===== src/rtl/bch_delay_var.sv =====
// Run-time programmable delay line (1..pMaxDelay accepted samples) for BCH datapath alignment.
// Latency D accepted samples; advances only on i_en, holds all state while stalled.
module bch_delay_var #(
    parameter int pWidth    = 8,
    parameter int pMaxDelay = 16,
    parameter int pDlyWidth = 5,
    parameter int pDefDelay = 8
) (
    input  logic                 clk,
    input  logic                 rst,
    input  logic                 i_en,
    input  logic [pWidth-1:0]    i_d,
    input  logic                 i_dly_ld,
    input  logic [pDlyWidth-1:0] i_dly,
    output logic [pWidth-1:0]    o_d,
    output logic                 o_vld,
    output logic [pDlyWidth-1:0] o_dly
);

    localparam int RING = pMaxDelay - 1;
    localparam int AW   = (RING > 1) ? $clog2(RING) : 1;
    localparam logic [pDlyWidth-1:0] MAX_D  = pDlyWidth'(pMaxDelay);
    localparam logic [pDlyWidth-1:0] DEF_D  = pDlyWidth'(pDefDelay);
    localparam logic [pDlyWidth-1:0] ONE    = pDlyWidth'(1);
    localparam logic [pDlyWidth:0]   RING_W = (pDlyWidth+1)'(RING);
    localparam logic [pDlyWidth:0]   MAX_W  = (pDlyWidth+1)'(pMaxDelay);
    localparam logic [AW-1:0]        WP_END = AW'(RING - 1);

    logic [pWidth-1:0]    ring [RING];
    logic [AW-1:0]        wp, wp_nxt, rd_idx;
    logic [pDlyWidth-1:0] dly, dly_nxt, cnt, cnt_base, cnt_nxt;
    logic [pDlyWidth:0]   rd_sum;
    logic                 vld_nxt;
    logic [pWidth-1:0]    d_nxt;

    always_comb begin
        dly_nxt = dly;
        if (i_dly_ld) begin
            if (i_dly == '0)
                dly_nxt = ONE;
            else if (i_dly > MAX_D)
                dly_nxt = MAX_D;
            else
                dly_nxt = i_dly;
        end

        // cnt never exceeds D, so stopping at equality is the saturating min
        cnt_base = i_dly_ld ? '0 : cnt;
        cnt_nxt  = cnt_base;
        if (i_en && (cnt_base != dly_nxt))
            cnt_nxt = cnt_base + ONE;
        vld_nxt = (cnt_nxt == dly_nxt);

        // read wp-(D-1) mod RING, kept non-negative by adding RING first
        rd_sum = (pDlyWidth+1)'(wp) + MAX_W - {1'b0, dly_nxt};
        rd_idx = (rd_sum >= RING_W) ? AW'(rd_sum - RING_W) : AW'(rd_sum);

        d_nxt = o_d;
        if (i_en) begin
            if (!vld_nxt)
                d_nxt = '0;
            else if (dly_nxt == ONE)
                d_nxt = i_d;
            else
                d_nxt = ring[rd_idx];
        end else if (i_dly_ld) begin
            d_nxt = '0;
        end

        wp_nxt = wp;
        if (i_en)
            wp_nxt = (wp == WP_END) ? '0 : wp + AW'(1);
    end

    always_ff @(posedge clk) begin
        if (rst) begin
            dly   <= DEF_D;
            cnt   <= '0;
            wp    <= '0;
            o_d   <= '0;
            o_vld <= 1'b0;
        end else begin
            dly   <= dly_nxt;
            cnt   <= cnt_nxt;
            wp    <= wp_nxt;
            o_d   <= d_nxt;
            o_vld <= vld_nxt;
        end
    end

    // Ring storage has no reset; stale entries are masked by the fill counter
    always_ff @(posedge clk) begin
        if (i_en && !rst)
            ring[wp] <= i_d;
    end

    assign o_dly = dly;

endmodule

===== config.mk =====
export PLATFORM = sky130hd
export DESIGN_NAME = bch_delay_var
export DESIGN_NICKNAME = d
export VERILOG_FILES = /design/src/rtl/bch_delay_var.sv
export SDC_FILE = /design/constraint.sdc
export NUM_CORES = 1
export LEC_CHECK = 0
export ABC_CLOCK_PERIOD_IN_PS = 4450
export CORE_MARGIN = 8
export CORE_UTILIZATION = 54
export CTS_CLUSTER_SIZE = 30
export DETAILED_ROUTE_END_ITERATION = 8
export MAX_ROUTING_LAYER = met4
export PLACE_DENSITY = 0.75
export SYNTH_ARGS = -nofsm -noshare
export SYNTH_HDL_FRONTEND = slang
export SYNTH_SLANG_ARGS = --single-unit

===== constraint.sdc =====
create_clock -name clk -period 4.45 [get_ports clk]
set_input_delay 0.89 -clock clk [delete_from_list [all_inputs] [get_ports clk]]
set_output_delay 0.89 -clock clk [all_outputs]
set_load 0.01 [all_outputs]

Word-level counts from Yosys, hierarchy flattened:

Memories as Yosys holds them, arrays and structs flattened.
Index checks and enable logic that the tools add are counted.

* input port bits: 17
* bits in writable memories: 120
* register bits after elaboration: 23
* word-level logic and storage cells: 35
* memories kept: 1
* output and inout bits: 14

* equal/unequal tests: 4
* reduce and logical (&&, ||, !) cells: 5
* $add $sub $neg: 5
* mux-type cells: 13
* order comparisons: 2

Memory list
* ring: words 15, width 8, read ports 1, clocked after memory_dff 0, wr ports 1, RTL line 29 `logic [pWidth-1:0] ring [RING];`

Operators with widths (count)
* $mux 8: 4
* $mux 5: 5
* $mux 4: 2
* $add 4x5->6 const B: 1
* $ge 6x4->1 const B: 1
* $sub 6x5->6: 1
* $add 5x1->5 const B: 1
* $eq 5x1->1 const B: 1
* $eq 5x5->1: 1
* $gt 5x5->1 const B: 1
* $logic_not 5->1: 1
* $ne 5x5->1: 1
* $add 4x1->4 const B: 1
* $eq 4x4->1 const B: 1
* $sub 4x4->4 const B: 1
* $logic_and 1x1->1: 2
* $mux 1: 2
* $reduce_bool 2->1: 1
* $logic_not 1->1: 1

Longest topological paths before layout:

An unclocked memory read counts as a cell.

* depth in word-level cells: 11
* gate-level depth with buffers: 19
* mapped depth without buffers: 16

Worst setup path before layout:

OpenSTA, ideal clock, no wires.

* kind: input-to-reg
* start point: in i_dly_ld
* end point: reg o_d[3]
* path slack: 14 ps
* cell stages on the path: 17
* arrival time: 4351 ps
* required time: 4364 ps
* path buffers: 4
* library setup time: 86 ps
* cell sequence: buf_6 clkbuf_1 o21ai_0 ha_1 clkinv_1 ha_1 nor2b_1 nand4_1 nor3b_1 o311ai_4 mux2_4 or2_1 buf_4 buf_4 o22ai_1 a211oi_1 a211oi_1

* cells in the longest elaborated chain, start to end: 8
* elaborated cells between the ends (all ways): 17
* classes of those cells: add/sub: 3; order compare: 1; eq/ne: 3; mux: 7; reduce/logical: 2; memory: 1

Ends and longest elaborated chain
* from (decl): RTL line 13 `input logic i_dly_ld,`
* $mux 5 (*): RTL line 38 `if (i_dly_ld) begin`
* net dly_nxt[0]: RTL line 31 `logic [pDlyWidth-1:0] dly, dly_nxt, cnt, cnt_base, cnt_nxt;`
* $sub 6x5->6: RTL line 55 `rd_sum = (pDlyWidth+1)'(wp) + MAX_W - {1'b0, dly_nxt};`
* $ge 6x4->1 or $sub 4x4->4 (tied branches): RTL line 56 `rd_idx = (rd_sum >= RING_W) ? AW'(rd_sum - RING_W) : AW'(rd_sum);`
* $mux 4: RTL line 56
* $mem_v2 15x8
* $mux 8: RTL line 62 `else if (dly_nxt == ONE)`
* $mux 8 (*): RTL line 60 `if (!vld_nxt)`
* $mux 8 (*): RTL line 59 `if (i_en) begin`
* to (signal assigned): RTL line 86 `o_d <= d_nxt;`
* to (decl): RTL line 15 `output logic [pWidth-1:0] o_d,`

The timed path passes the listed nets; every way through them passes the cells marked *.
A chain may end at the register's enable or synchronous reset.

Final worst setup path:

* start point: in i_dly[0]
* end point: reg o_d[7]

* cells in the longest elaborated chain, start to end: 11
* elaborated cells between the ends (all ways): 18
* classes of those cells: add/sub: 2; order compare: 2; eq/ne: 3; mux: 8; reduce/logical: 2; memory: 1

Ends and longest elaborated chain
* from (decl): RTL line 14 `input logic [pDlyWidth-1:0] i_dly,`
* $gt 5x5->1: RTL line 41 `else if (i_dly > MAX_D)`
* $mux 5: RTL line 41
* $mux 5 (*): RTL line 39 `if (i_dly == '0)`
* $mux 5 (*): RTL line 38
* net dly_nxt[0]: RTL line 31
* $sub 6x5->6: RTL line 55
* $ge 6x4->1 or $sub 4x4->4 (tied branches): RTL line 56
* $mux 4: RTL line 56
* $mem_v2 15x8
* $mux 8: RTL line 62
* $mux 8 (*): RTL line 60
* $mux 8 (*): RTL line 59

Marked as above.

==> results by group <==
Setup path
  • CP startpoint kind: input pin
  • CP Capture Type: flip-flop
  • Launching point of the worst reg2reg path: wp[1]$_SDFFE_PP0P_
  • Most used cell along the critical path: ha_4
  • Worst Path Class, Setup: input pin to flip-flop
  • Flop-to-flop setup slack: 0.68 ns
  • Worst r2r dst: o_d[7]$_SDFFE_PP0P_
  • Top delay family on crit path: simple AND/OR/NAND/NOR gates
  • Critical Path RT: 4.79 ns
  • Worst endpoint data arrival time: 4.63 ns
  • Max Fanout on Critical Path: 5
  • CP Buf/Inv Count: 4
  • Slowest stage delay, CP: 0.48 ns
  • CP max-delay cell: clkdlybuf4s50_1
  • Worst Reg-to-Reg Cells: 14
  • CP Cell Sequence: clkdlybuf4s50_1 -> o21bai_1 -> o21ai_1 -> ha_2 -> inv_2 -> ha_4 -> ha_4 -> nor2b_4 -> nand4_1 -> nor3b_4 -> o311ai_4 -> buf_12 -> mux2_4 -> or2_4 -> buf_4 -> o22a_1 -> and4b_2 -> a211oi_2

Yosys
  • Cell taking the most area after synthesis: edfxtp_1
  • Register area share after synthesis: 62.39%
  • Number of synthesized flops with an enable pin: 120
  • Async set or reset register ratio after synthesis: 0%
  • Main synth FF type: edfxtp_1
  • Synth top area share: 55.32%
  • Net count after synthesis: 499
  • Distinct cell type count after synthesis: 63
  • Register bit count reported by yosys: 143
  • Mapped Avg Cell Area: 13.68 sq um
  • Synth Instances: 476
  • YS warnings: 0
  • Post-Syn Area: 0.006514 sq mm
  • Top post-synthesis cells by area: edfxtp_1 (55%), dfxtp_1 (7.1%), mux2i_1 (6.9%), a211oi_1 (2.0%), mux2_2 (1.7%)

Cells and area
  • Fin cells: 749
  • Final Instance Area: 0.008272 sq mm
  • Fill count: 824
  • # nets final: 612
  • Commonest non-fill, non-tap cell in the layout: edfxtp_1
  • N_diodes: 0
  • Layout area overhead: 26.99%
  • Post-layout util: 69.44%
  • Ratio of cells with drive above 1 in the final layout: 26.25%
  • Commonest non-fill, non-tap cells in the layout: edfxtp_1 (120), buf_4 (80), mux2i_1 (44), nor2_1 (27), clkdlybuf4s50_1 (25)

Global route
  • Antenna violations before repair: 0
  • Largest net degree at the start of global routing: 20
  • Remaining global-route overflow: 0
  • Vias in the first global route: 4,609
  • First-pass GRT wire length: 24,430 microns
  • All-Layer GR Usage: 20.66%

Placement
  • Placed Cells: 711
  • Port buffer count: 30
  • Dpl hpwl: 10,550 microns
  • Placer Congestion: 0.8954
  • Placed inst area: 0.007495 sq mm
  • Pre-CTS WS: -0.8091 ns

CTS
  • Inserted Clock Buffers: 17
  • Skew-Pair Late Insertion Delay: 0.42 ns
  • Clock slew at reported path FFs: 0.06 ns
  • TritonCTS clock tree: done
  • Post-CTS Hold Fix Bufs: 0
  • Clock sinks: 143
  • Root buffer cell: clkbuf_16
  • Maximum root-to-sink buffer count: 2
  • H-tree lvl count: 4

Detailed routing
  • WL final: 15,710 microns
  • Routed vias/inst: 6.096
  • Post-route ant nets: 0
  • DRT Pass-1 Iters: 5
  • Routed WL per cell: 20.97 microns
  • DR DRC count: 0
  • First DRT Iteration DRCs: 377
  • Via count: 4,566

Timing
  • Clk_skew: 0.008686 ns
  • Slew at the pin with the worst max-slew slack: 0.9959 ns
  • Final Hold Viols: 0
  • Max-slew headroom: 33.36%
  • Setup ws final: 0.1569 ns
  • FMAX: 232.9 MHz
  • Final Cycle Share: 96.47%
  • Minimum clock period: 4.293 ns
  • Unrepaired setup endpoints after global routing: no
  • Final Max Tran Viols: 0
  • Final setup vio count: 0

Floorplanning
  • Area of the core: 0.01191 sq mm
  • Top Ports: 31
  • Row count: 40
  • Full die area: 0.01583 sq mm
  • Initial Util: 54.68%
  • Die Height: 125.8 microns
  • Die Wd: 125.8 microns

Power and ir drop
  • Maximum vdd drop: 0.3080 mV
  • Pwr Density: 457.4 mW/mm^2
  • Leak Pwr: 0.003034 uW

Min path
  • Hold endpoint: o_d[4]$_SDFFE_PP0P_
  • Min-Delay Path Class: flip-flop to flip-flop
  • Hold Crit Start: o_d[4]$_SDFFE_PP0P_
  • Hold path depth: 2

Flow run
  • Max Cap Violations: 0

Status
  • Status: complete, no violations
[how the worst max path moves through the flow]
stage | startpoint | depth (start not counted) | endpoint | slack (ns)
after floorplan | i_dly_ld | 17 | o_d[3]$_SDFFE_PP0P_ | 0.01
after global placement | i_dly_ld | 19 | o_d[6]$_SDFFE_PP0P_ | -0.64
after detailed placement | i_dly[4] | 19 | o_d[0]$_SDFFE_PP0P_ | -0.81
after CTS | i_dly[4] | 20 | o_d[0]$_SDFFE_PP0P_ | 0.005
after global routing | i_dly[0] | 20 | o_d[0]$_SDFFE_PP0P_ | 0.03
final | i_dly[0] | 18 | o_d[7]$_SDFFE_PP0P_ | 0.16
[cells in the mapped netlist, types with 9 or more instances]
library cell	number
edfxtp_1	120
mux2i_1	45
nor2_1	27
dfxtp_1	23
nand2_1	22
a211oi_1	17
nand2b_1	14
nor3_1	14
a21oi_1	12
inv_1	10
mux2_2	10
o2111ai_1	9
o21bai_1	9
[final cells by class]
cell class                      instances  area, sq um  area share, %
Tap cell                              147        183.9          2.224
Clock inverter                         11        92.59          1.119
Multi-Input combinational cell        300         2442          29.53
Clock buffer                           21        440.4          5.324
Timing Repair Buffer                  116         1007          12.18
Sequential cell                       143         4064          49.13
Inverter                               11        41.29         0.4992
[logic make-up after synthesis]
logic type | after synthesis | synth area share (%)
AO/OA/AOI/OAI | 98 | 11.16
XOR/XNOR | 17 | 2.689
adder cells (fa/ha/maj) | 6 | 1.152
buffers and inverters | 33 | 2.708
flip-flops | 143 | 62.39
multiplexers | 61 | 9.969
AND/OR/NAND/NOR | 118 | 9.931
[through the flow]
stage          hold slack, ns  setup TNS, ns  total power [uW]
2_1_floorplan          0.4826              0              2041
3_3_place_gp           0.4736         -4.714              2387
3_5_place_dp           0.4755         -6.025              2407
4_1_cts                0.4826              0              3722
5_1_grt                0.5061              0              3919
6_report               0.4856              0              3783
[state kept, by name, indices dropped and copies added (netlist names)]
signal / cells
wp: 4
o_dly: 5
ring: 120
o_vld: 1
o_d: 8
cnt: 5
[metal layers]
metal	part of all wire [%]	track usage [%]	routed length, microns
met5	0	-	0
met3	5.7	4.430	894
met2	50	32.68	7817
met1	42	24.70	6520
met4	3.0	10.54	473
[timing repair]
action | CTS | global route
pin swaps | 1 | 9
setup endpoints to repair | 8 | 8
gates resized for setup | 7 | 34
setup buffers | 4 | 2
[report_power, final]
group | switching, uW | total, uW | internal, uW
registers | 12.5 | 1480 | 1470
logic | 503 | 1030 | 525
clock network | 514 | 1280 | 762
total | 1030 | 3780 | 2750
[worst register-to-register path: stages (launching register included)]
cell and delay [ns]:
dfxtp_1 0.66, xnor2_1 0.21, ha_4 0.33, ha_4 0.16, nor2b_4 0.13, nand4_1 0.10, nor3b_4 0.21, o311ai_4 0.33
buf_12 0.16, mux2_4 0.33, or2_4 0.27, buf_4 0.16, o22a_1 0.22, and4b_2 0.28, a211oi_2 0.19
Note: power is estimated with default switching activity, not from simulation.
==> patch 1: new RTL, same settings <==
Make the reset (`rst`) asynchronous in one clocked block.
--- a/src/rtl/bch_delay_var.sv
+++ b/src/rtl/bch_delay_var.sv
@@ -72,7 +72,7 @@
             wp_nxt = (wp == WP_END) ? '0 : wp + AW'(1);
     end
 
-    always_ff @(posedge clk) begin
+    always_ff @(posedge clk or posedge rst) begin
         if (rst) begin
             dly   <= DEF_D;
             cnt   <= '0;
Behaviour: differs if rst is asserted again (counterexample within 4 cycles, from zero or initial values and one cycle with rst high); with rst held inactive, the same outputs for 10 cycles.
==> patch 1 against the original RTL <==
Clock skew fell by 0.0027 ns. Area after synthesis rose by 4.3%. Sequential cell count did not move. Critical path depth fell by 2. Setup slack improved by 0.038 ns. Cell count rose by 9.7%. Utilization fell by 2.3 points. Design area rose by 1.2%. Wire length rose by 17%. First-iteration DRC count rose by 120%. Critical path type unchanged. Hold slack improved by 0.044 ns. Largest cell class unchanged.
Power is not compared: it rests on default switching activity, and its combinational part moved more than twofold at a synthesized area within 25%.
==> patch 1: results (changes against the original RTL) <==
worst skew pair latency=0.42 ns (about the same); largest registers=ring: 120 flops, o_d: 8 flops; H-tree depth=4 (unchanged); Leak Pwr=3.15 nW; Detail Placement HPWL=12.0 mm (+14%); post-synthesis sequential area ratio=0.615 (-0.00861); CTS max path bufs=2 (unchanged); Slew Limit Headroom=0.285 (-0.0484); clock root buffer=clkbuf_16; RePlAce Congestion=0.952 (+6.4%); library cells used by synthesis=67 (+6.3%); Post-synth EDFFs=120 (unchanged); Top delay family on crit path=compound AO/OA/AOI/OAI gates; vias in the first global route=5091 (+10%); synthesized net count=577 (+16%); share of layout cells above drive strength 1=0.197 (-0.0655); ANT cells=0 (unchanged); Worst Skew=0.00594 ns (-0.00274 ns); post-DR wirelength/cell=22.3 um (+6.4%); TritonRoute pass-1 iters=5 (unchanged); crit path DAT=4.53 ns (-0.10 ns); Num CTS Buffers=17 (unchanged); most instantiated cells after synthesis=120 x edfxtp_1, 91 x nor2_1, 30 x mux2i_1; Worst path max stage delay=0.46 ns (-0.02 ns); synth top area cells=edfxtp_1 53%, dfrtp_1 8.1%, nor2_1 5.0%; endpoints failing hold=0 (unchanged); antenna violations before repair=0 (unchanged); global-route wire length before repair=28.3 mm (+16%); setup repair bufs after CTS=0 (-4); Final nets=660 (+7.8%); Critical Path Fanout Max=11 (+6); CP max stage cell=clkdlybuf4s50_1; largest register by flop count=ring; largest net degree at the start of global routing=31 (+55%); Hold Crit Class=reg -> reg; yosys warns=0 (unchanged); status=completed; input/output buffers=30 (unchanged); drt first-iter violations=814 (+120%); total global routing overflow=0 (unchanged); vias=5160 (+13%); Tot GR Track Use=0.236 (+0.0295); Post-synth ARST share=0.161 (+0.161); Reg clk slew, reported paths=0.06 ns (about the same); peak supply drop=about 490 uV
==> patch 1: cell families (layout without fill, tap and decap cells) <==
| kind of cell | count (synthesis) | in the layout | synth area share |
|---|---|---|---|
| AOI/OAI and AO/OA | 116 | 116 | 0.127 |
| xor gates and xnor gates | 9 | 9 | 0.0116 |
| and+or+nand+nor | 195 | 195 | 0.139 |
| buffers and inverters | 48 | 144 | 0.0308 |
| adders and majority gates | 6 | 6 | 0.0110 |
| muxes | 37 | 37 | 0.0657 |
| DFF | 143 | 143 | 0.615 |
==> patch 1: report_power, final <==
part	total, W	leakage [nW]	switching [W]	internal [W]
clock network	0.00147	0.295	0.000581	0.000891
logic	0.00334	1.48	0.00195	0.00139
registers	0.00163	1.38	0.0000881	0.00154
==> patch 1: final cells by class <==
cell class              instances  area [um^2]
multi-input cells             363         2480
fillers                       858         4100
well taps                     172          215
inverters                      22         82.6
repair buffers                 90          803
clock buffers                  18          429
flip-flops and latches        143         4180
clock inverters                14          179
==> patch 1: path summary, 6_finish.rpt <==
check	from	to	slack [ns]	depth (start not counted)
setup / recovery	i_dly[4]	o_d[1]	0.20	16
hold / removal	o_d[5]	o_d[5]	0.53	2
setup reg to reg	o_dly[2]	o_d[1]	0.91	14
hold reg to reg	o_d[5]	o_d[5]	0.53	2
max in group asynchronous	rst	o_dly[3]	3.18	3
min in group asynchronous	rst	o_d[0]	0.97	3
==> patch 1: routing by layer <==
metal / global-route usage / up-vias / part of all wire
met5: - / - / 0
met4: 0.0972 / 0 / 0.022
met3: 0.0507 / 47 / 0.092
met2: 0.356 / 336 / 0.47
met1: 0.305 / 2502 / 0.41
li1: - / 2275 / -
==> patch 1: tightest hold or removal path, delay by kind of cell, from the launching register on <==
kind / cells / cell delay, ns
and+or+nand+nor: 1 / 0.06
AOI/OAI and AO/OA: 1 / 0.07
DFF: 1 / 0.36
==> patch 1: timing repair <==
item	CTS	global route
pin swaps	0	2
setup endpoints to repair	2	8
resized for setup	1	17
==> patch 1: stage by stage <==
| step | cell area (um^2) | hold WS (ns) | util | std cells | setup WS, ns |
|---|---|---|---|---|---|
| 4_1_cts | 8300 | 0.534 | 0.666 | 822 | 0.0191 |
| 6_report | 8370 | 0.530 | 0.671 | 822 | 0.195 |
| 3_5_place_dp | 7690 | 0.490 | 0.617 | 790 | -0.359 |
| 3_3_place_gp | 7690 | 0.488 | 0.617 | 790 | -0.191 |
| 2_1_floorplan | 6790 | 0.526 | - | 554 | 0.250 |
| 5_1_grt | 8370 | 0.552 | 0.671 | 822 | -0.0230 |
==> patch 2: new RTL, config.mk and constraints unchanged <==
Without the edit above. Set the parameter `pWidth` to 9 (it was 8).
--- a/src/rtl/bch_delay_var.sv
+++ b/src/rtl/bch_delay_var.sv
@@ -1,7 +1,7 @@
 // Run-time programmable delay line (1..pMaxDelay accepted samples) for BCH datapath alignment.
 // Latency D accepted samples; advances only on i_en, holds all state while stalled.
 module bch_delay_var #(
-    parameter int pWidth    = 8,
+    parameter int pWidth    = 9,
     parameter int pMaxDelay = 16,
     parameter int pDlyWidth = 5,
     parameter int pDefDelay = 8
Ports: changed (resized i_d and o_d); port bits go from 31 to 33. No check against the original RTL was run, so the function may have changed too.
==> patch 2 against the original RTL <==
Non-clock buffer count grew 10. Cell count grew 16%. Count of clock-buffer cells in the layout down 4. Setup slack lost 0.035 ns. Maximum frequency fell by 0.80%. Wire length is 18% higher. Clock power up 9%. Power grew 12%. Hold slack got worse by 0.014 ns. Design area increased by 12%. Global-route usage grew 0.72 points. Area after synthesis increased by 14%. Die area rose by 12%. Sequential cell count rose by 16. Largest cell class unchanged.
==> patch 2: results (changes against the original RTL) <==
status=completed; Post-synth EDFFs=135 (+13%); Crit. Startpoint=i_dly[3]; Worst R2R Setup Slack=0.63 ns (-0.05 ns); crit path DAT=4.66 ns (+0.03 ns); library cells used by synthesis=70 (+11%); Slew Limit Headroom=0.311 (-0.0224); pre-CTS WS=-0.489 ns (+0.320 ns); Tot GR Track Use=0.214 (+0.00723); hold path start=o_d[1]; Final nets=705 (+15%); input/output buffers=32 (+6.7%); top_reg_cell synth=edfxtp_1; share of layout cells above drive strength 1=0.245 (-0.0175); Worst Hold End=o_d[1]; Mapped Avg Cell Area=13.1 um^2 (-4.6%); Final Non-Filler Cells=870 (+16%); vias per inst=6.09 (-0.11%); mux cell area share after synthesis=0.0977 (-0.00199); Worst Skew=0.0103 ns (+0.00161 ns); drt first-iter violations=454 (+20%); peak supply drop=313 uV (+1.6%); RR Startpoint=o_dly[4]; vias in the first global route=5201 (+13%); Synth Area in Compound Gates=0.118 (+0.00605); worst reg-to-reg path cell count=20 (+6); Leak Pwr=3.45 nW (+14%); most instantiated cells after synthesis=135 x edfxtp_1, 54 x nand2_1, 43 x mux2i_1; Post-Synth XOR/XNOR Area=0.0227 (-0.00424); Post-Synth Adder-Cell Area=0.0101 (-0.00138); placed instance count=832 (+17%); Critical Path Fanout Max=13 (+8); synthesized net count=591 (+18%); Top delay family on crit path=compound AO/OA/AOI/OAI gates; Worst path max stage delay=0.43 ns (-0.05 ns); worst skew pair latency=0.44 ns (+0.02 ns); post-synthesis sequential area ratio=0.613 (-0.0113); Yosys reg bits=159 (+11%); Pint=0.00302 W (+9.6%); Detailed Route WL=18.5 mm (+18%); largest net degree at the start of global routing=27 (+35%)
-- patch 2: changes by cell type after synthesis, sizes merged, moves of 10 or more --
cell,delta
edfxtp,+15
nand2,+32
and2,+10
a21oi,+15
a211oi,-11
o21ai,+13
nor2,+13
-- patch 2: worst max-delay path by stage --
stage / to / cells past startpoint / slack, ns
6_report: o_d[4] / 21 / 0.12
5_1_grt: o_d[4] / 21 / -0.04
4_1_cts: o_d[6] / 18 / 0.02
3_5_place_dp: o_d[1] / 20 / -0.49
3_3_place_gp: o_d[1] / 20 / -0.36
2_1_floorplan: o_d[2] / 18 / 0.1
-- patch 2: logic make-up (layout without fill, tap and decap cells) --
family,Yosys count,count (layout)
adder cells (fa/ha/maj),6,6
AND/OR/NAND/NOR,166,166
buffers and inverters,40,167
multiplexers,60,60
AO/OA/AOI/OAI,119,119
flip-flops,159,159
XOR/XNOR,17,17
-- patch 2: worst min-delay path, delay by kind of cell, from the launching register on --
kind,cells,cell delay (ns)
flip-flops,1,0.32
AO/OA/AOI/OAI,1,0.05
AND/OR/NAND/NOR,1,0.05
-- patch 2: layer usage --
layer  global-route usage  vias up  wire length, um
li1                     -     2407                -
met1                0.257     2664             7530
met2                0.346      197             9390
met3               0.0481       30             1230
met4               0.0808        0              324
met5                    -        -                0
-- patch 2: layout make-up --
cell class	count	area, um^2
sequential	159	4530
timing repair buffer	126	1200
clock buffer	17	425
clock inverter	15	136
inverter	9	33.8
tap	176	220
multi-input combinational	368	2750
fill	905	3990
-- patch 2: stage by stage --
| step | hold slack [ns] | area [um^2] |
|---|---|---|
| after floorplan | 0.474 | 7400 |
| final | 0.471 | 9300 |
| after CTS | 0.465 | 9120 |
| after detailed placement | 0.457 | 8540 |
| after global placement | 0.452 | 8540 |
| after global routing | 0.507 | 9300 |
-- patch 2: power by group through the flow --
| stage | logic (W) | clock network [W] | registers, W |
|---|---|---|---|
| 6_report | 0.00120 | 0.00139 | 0.00165 |
| 2_1_floorplan | 0.000623 | 0 | 0.00168 |
| 4_1_cts | 0.00109 | 0.00140 | 0.00165 |
| 3_5_place_dp | 0.00107 | 0 | 0.00168 |
| 3_3_place_gp | 0.00105 | 0 | 0.00168 |
| 5_1_grt | 0.00128 | 0.00145 | 0.00165 |
-- patch 2: what timing repair did --
action	in CTS	in global routing
cloned	0	3
resized for setup	4	14
pin swaps	0	4
hold buffers	0	0
setup buffers	0	3
endpoints found under the setup margin	3	9
